**src/rtl/fetch_unit.sv**
```systemverilog
// Instruction fetch stage: owns the PC, issues imem requests and fills the IF/ID register.
// A two-state RUN/HALT controller; only rst leaves HALT.
module fetch_unit #(
  parameter logic [15:0] RESET_PC  = 16'h0000,
  parameter logic [15:0] NOP_INSTR = 16'h0800
) (
  input  logic        clk,
  input  logic        rst,
  output logic        imem_req,
  output logic [15:0] imem_addr,
  input  logic        imem_ack,
  input  logic [15:0] imem_data,
  input  logic        stall,
  input  logic        redirect_valid,
  input  logic [15:0] redirect_pc,
  input  logic        halt_dec,
  output logic        if_id_valid,
  output logic [15:0] if_id_instr,
  output logic [15:0] if_id_pc_inc,
  output logic [4:0]  opcode,
  output logic [1:0]  op_ext,
  output logic        halted
);

  localparam int unsigned XLEN = 16;
  localparam logic [XLEN-1:0] PC_STEP = XLEN'(2);

  typedef enum logic {RUN, HALT} state_t;

  state_t          state_q, state_d;
  logic [XLEN-1:0] pc_q, pc_d;
  logic            valid_q, valid_d;
  logic [XLEN-1:0] instr_q, instr_d;
  logic [XLEN-1:0] pc_inc_q, pc_inc_d;
  logic [XLEN-1:0] pc_plus2;

  // Wraps modulo 2^16 by width truncation.
  assign pc_plus2 = pc_q + PC_STEP;

  // Next-state and fetch request; priority is redirect, halt, stall, fetch.
  always_comb begin
    state_d  = state_q;
    pc_d     = pc_q;
    valid_d  = valid_q;
    instr_d  = instr_q;
    pc_inc_d = pc_inc_q;
    imem_req = 1'b0;
    if (state_q == RUN) begin
      imem_req = !stall && !redirect_valid;
      if (redirect_valid) begin
        pc_d    = {redirect_pc[XLEN-1:1], 1'b0};
        valid_d = 1'b0;
        instr_d = NOP_INSTR;
      end else if (halt_dec && valid_q) begin
        state_d = HALT;
        valid_d = 1'b0;
        instr_d = NOP_INSTR;
      end else if (stall) begin
        pc_d = pc_q;
      end else if (imem_ack) begin
        pc_d     = pc_plus2;
        pc_inc_d = pc_plus2;
        valid_d  = 1'b1;
        instr_d  = imem_data;
      end else begin
        valid_d = 1'b0;
        instr_d = NOP_INSTR;
      end
    end
  end

  // State and IF/ID registers with synchronous reset.
  always_ff @(posedge clk) begin
    if (rst) begin
      state_q  <= RUN;
      pc_q     <= RESET_PC;
      valid_q  <= 1'b0;
      instr_q  <= NOP_INSTR;
      pc_inc_q <= '0;
    end else begin
      state_q  <= state_d;
      pc_q     <= pc_d;
      valid_q  <= valid_d;
      instr_q  <= instr_d;
      pc_inc_q <= pc_inc_d;
    end
  end

  assign imem_addr    = pc_q;
  assign if_id_valid  = valid_q;
  assign if_id_instr  = instr_q;
  assign if_id_pc_inc = pc_inc_q;
  assign opcode       = instr_q[15:11];
  assign op_ext       = instr_q[1:0];
  assign halted       = (state_q == HALT);

endmodule

```
**config.mk**
```make
export PLATFORM = sky130hd
export DESIGN_NAME = fetch_unit
export DESIGN_NICKNAME = d
export VERILOG_FILES = /design/src/rtl/fetch_unit.sv
export SDC_FILE = /design/constraint.sdc
export NUM_CORES = 1
export LEC_CHECK = 0
export CAP_MARGIN = 10
export CORE_UTILIZATION = 30
export CTS_CLUSTER_DIAMETER = 60
export DETAILED_ROUTE_END_ITERATION = 7
export SKIP_CTS_REPAIR_TIMING = 1
export SLEW_MARGIN = 0
export SYNTH_ARGS = -nofsm -noshare
export SYNTH_HDL_FRONTEND = slang
export SYNTH_SLANG_ARGS = --single-unit
```
**constraint.sdc**
```tcl
create_clock -name clk -period 2.1 [get_ports clk]
set_clock_uncertainty 0.15 [all_clocks]
set_input_delay 0.63 -clock clk [delete_from_list [all_inputs] [get_ports clk]]
set_output_delay 0.63 -clock clk [all_outputs]
set_load 0.02 [all_outputs]
```
==> PnR_summary.wiki <==
{| class="wikitable"
! Metric !! Value
|-
| Outcome || finished, final reports clean
|-
| Die outline area || 0.00811 mm^2
|-
| Worst IR Drop VDD || ~0.00025 V
|-
| Global routing usage on met2 || 0.250
|-
| Achievable clock frequency || 487 MHz
|-
| Share of layout cells above drive strength 1 || 0.168
|-
| Maximum buffer depth of the clock tree || 2
|-
| Port bufs || 92
|-
| Total Negative Setup Slacks || 0 ns
|-
| PD cells || 587 mW/mm^2
|-
| Most numerous cell in the Yosys netlist || sky130_fd_sc_hd__dfxtp_1
|-
| Global routing usage on met1 || 0.223
|-
| Count of endpoints failing setup in the final report || 0
|-
| Buffers and inverters on the worst path || 1
|-
| Capture point of the worst reg-to-reg path || imem_addr[15]
|-
| Synthesized instance count || around 270
|-
| Mean instance size in the synthesized netlist || between 8 and 9 um^2
|-
| Vias per Instance || 4.68
|-
| Worst EP required || around 1.3 ns
|-
| Sequential cell area fraction in the yosys report || 0.413
|-
| CTS tree || built
|-
| CTS Buf Count || 5
|-
| Cell breakdown of the critical path || clkdlybuf4s50_1
|-
| Crit Path Category || reg -> out
|-
| Critical path endpoint category || primary output
|-
| Largest stage delay on the critical path || 0.63 ns
|-
| Warnings from Yosys || 0
|-
| Number of antenna violations at the first check in global routing || 0
|-
| CP Depth || 1
|-
| Clk slew on worst S/H paths || 0.09 ns
|-
| Time the worst path needs with I/O delays and setup || 2.05 ns
|-
| Global-route wire length before repair || 10700 um
|-
| Worst reg-to-reg setup slack || 0.14 ns
|-
| Remaining number of nets flagged by the antenna check after routing || 0
|-
| Synthesis-stage register bit count || 48
|-
| Floorplan core area || approximately 0.0074 mm^2
|-
| Worst Path Arrival || 1.27 ns
|-
| Fraction of the cycle the final worst path needs || 0.978
|-
| Startpoint of the most critical register-to-register path || imem_addr[1]
|-
| Area share of the leading cell type in the synthesized netlist || 0.413
|-
| Vias in the first global route || about 2100
|-
| Critical path startpoint category || register
|-
| Cell Rows || 31
|-
| Fraction of synthesis flops using an asynchronous set or reset pin || 0
|-
| Maximum capacitance violations || 0
|-
| GRT Overall Usage || 0.161
|-
| Final count of pins violating max slew || 0
|-
| Height of the chip || 90.1 um
|-
| Most area-hungry cell type in the Yosys netlist || sky130_fd_sc_hd__dfxtp_1
|-
| Detailed-route wire length || 6510 um
|-
| Family with the most delay on the worst path || buffers and inverters
|-
| DR DRC count || 0
|-
| Unrepaired setup endpoints after global routing || false
|-
| Die span in x || 90.1 um
|-
| Post-synth cell types || 47
|-
| Classification of the worst-slack hold path || reg -> reg
|-
| Worst setup endpoint || imem_addr[13]
|-
| Buffer cell driving the clock tree root || sky130_fd_sc_hd__clkbuf_8
|-
| Highest net fanout along the worst path || 2
|-
| Worst hold slack || 0.309 ns
|-
| Total global routing overflow || 0
|-
| Crit path max-delay cell type || sky130_fd_sc_hd__clkdlybuf4s50_1
|-
| Top post-synthesis cells by area || sky130_fd_sc_hd__dfxtp_1 (41%), sky130_fd_sc_hd__nor2_1 (6.3%), sky130_fd_sc_hd__nand2_1 (5.0%)
|-
| DRT Pass-1 Iters || 4
|-
| DR vias || 2195
|-
| Ant. Diodes || 0
|-
| Worst r2r path cells || 6
|-
| Number of hold-slack violations in the final timing report || 0
|-
| Count of flip-flops with a built-in enable after synthesis || 0
|-
| GR Layer Usage met3 || 0.0338
|-
| Clock Sink Count || 48
|-
| Number of design-rule violations left by the first detailed-router iteration || 68
|-
| Source of the critical timing path || imem_addr[13]
|-
| Most Crowded Layer GR || met2
|-
| Most common library cells after synthesis || sky130_fd_sc_hd__dfxtp_1 (48), sky130_fd_sc_hd__nor2_1 (39), sky130_fd_sc_hd__nand2_1 (31), sky130_fd_sc_hd__a21oi_1 (18), sky130_fd_sc_hd__a22oi_1 (15)
|-
| Count of boundary I/O pins || 96
|-
| Netlist area before placement || 0.00233 mm^2
|-
| Number of nets at the end of the flow || 408
|-
| Multi-input gate area in the final layout || 0.00122 mm^2
|-
| Main synth FF type || sky130_fd_sc_hd__dfxtp_1
|-
| Clock latency on the worst-skew pair || roughly 0.30 ns
|-
| Count of H-tree levels built during CTS || 2
|-
| Gpl congestion || ~0.77
|-
| Standby leakage power || 1.63 nW
|-
| Relative area change from synthesis to final layout || 56.3%
|-
| Largest net degree at the start of global routing || 36
|-
| Register area || slightly below 0.001 mm^2
|-
| Detailed-placement wirelength estimate || approximately 4900 um
|-
| Starting Density || 0.316
|-
| Number of filler cells placed in the layout || 708
|-
| Routed wirelength normalized by instance count || roughly 14 um
|}
==> sequential cells by signal, summed over array words and instances, names as in the netlist <==
| register | count |
|---|---|
| if_id_pc_inc | 15 |
| if_id_valid | 1 |
| imem_addr | 15 |
| halted | 1 |
| if_id_instr | 16 |
==> cells by family after synthesis <==
logic type | after synthesis | share of synthesized area
compound gates | 72 | 0.212
other cells | 1 | 0.00161
flops | 48 | 0.413
mux | 1 | 0.00430
simple gates | 104 | 0.237
xor+xnor | 12 | 0.0452
fa+ha+maj | 1 | 0.00538
buf+inv | 34 | 0.0807
==> report_power, final <==
group	internal (mW)	switching (mW)	leakage [nW]	total, mW
combinational	0.230	0.226	1.17	0.457
sequential	0.950	0.0347	0.392	0.985
clock	0.389	0.304	0.0614	0.694
==> area by class of cell <==
cell class	count	area share
multi-input combinational	192	0.337
timing repair buffer	118	0.328
sequential	48	0.264
tap	99	0.0341
clock buffer	6	0.0227
clock inverter	2	0.0107
inverter	4	0.00413
==> per-layer routing <==
layer  vias up  routed length [um]
li1       1133                   -
met1      1001                3150
met2        57                3020
met3         4                 274
met4         0                  66
met5         -                   0
==> worst min path at each step <==
stage	startpoint	end	slack [ns]	cells past startpoint
after floorplan	if_id_pc_inc[10]	if_id_pc_inc[10]	0.38	2
after global placement	if_id_pc_inc[7]	if_id_pc_inc[7]	0.30	2
final	if_id_pc_inc[10]	if_id_pc_inc[10]	0.31	2
after global routing	if_id_pc_inc[7]	if_id_pc_inc[7]	0.34	2
after detailed placement	if_id_pc_inc[7]	if_id_pc_inc[7]	0.30	2
after CTS	if_id_pc_inc[10]	if_id_pc_inc[10]	0.32	2
==> metrics by stage <==
step	cell area (um^2)	total power, mW	cells	utilization	worst slack (ns)
4_1_cts	3550	2.16	469	0.481	-0.573
3_5_place_dp	3430	1.46	461	0.465	-0.556
3_3_place_gp	3430	1.46	461	0.465	-0.553
6_report	3640	2.14	469	0.493	0.0459
5_1_grt	3640	2.23	469	0.493	0.00109
2_1_floorplan	2330	1.23	274	-	0.0336
==> cell usage in the layout (no fill, tap or decap), types with 3 or more instances in the layout <==
master                            count
sky130_fd_sc_hd__o21ai_0              8
sky130_fd_sc_hd__dfxtp_1             48
sky130_fd_sc_hd__dlymetal6s2s_1      20
sky130_fd_sc_hd__o31ai_1              3
sky130_fd_sc_hd__o211ai_1             4
sky130_fd_sc_hd__a211oi_1             6
sky130_fd_sc_hd__a31oi_1              5
sky130_fd_sc_hd__clkdlybuf4s50_1     70
sky130_fd_sc_hd__nand2b_1             7
sky130_fd_sc_hd__nor3_2               3
sky130_fd_sc_hd__nor2_1              38
sky130_fd_sc_hd__xnor2_1              7
sky130_fd_sc_hd__nand2_1             31
sky130_fd_sc_hd__nand3_1              5
sky130_fd_sc_hd__buf_4               23
sky130_fd_sc_hd__xor2_1               4
sky130_fd_sc_hd__a21oi_1             17
sky130_fd_sc_hd__a211oi_2             3
sky130_fd_sc_hd__a22oi_1             15
sky130_fd_sc_hd__clkbuf_8             6
sky130_fd_sc_hd__inv_1                3
No activity file was read; power rests on OpenSTA's default activity.
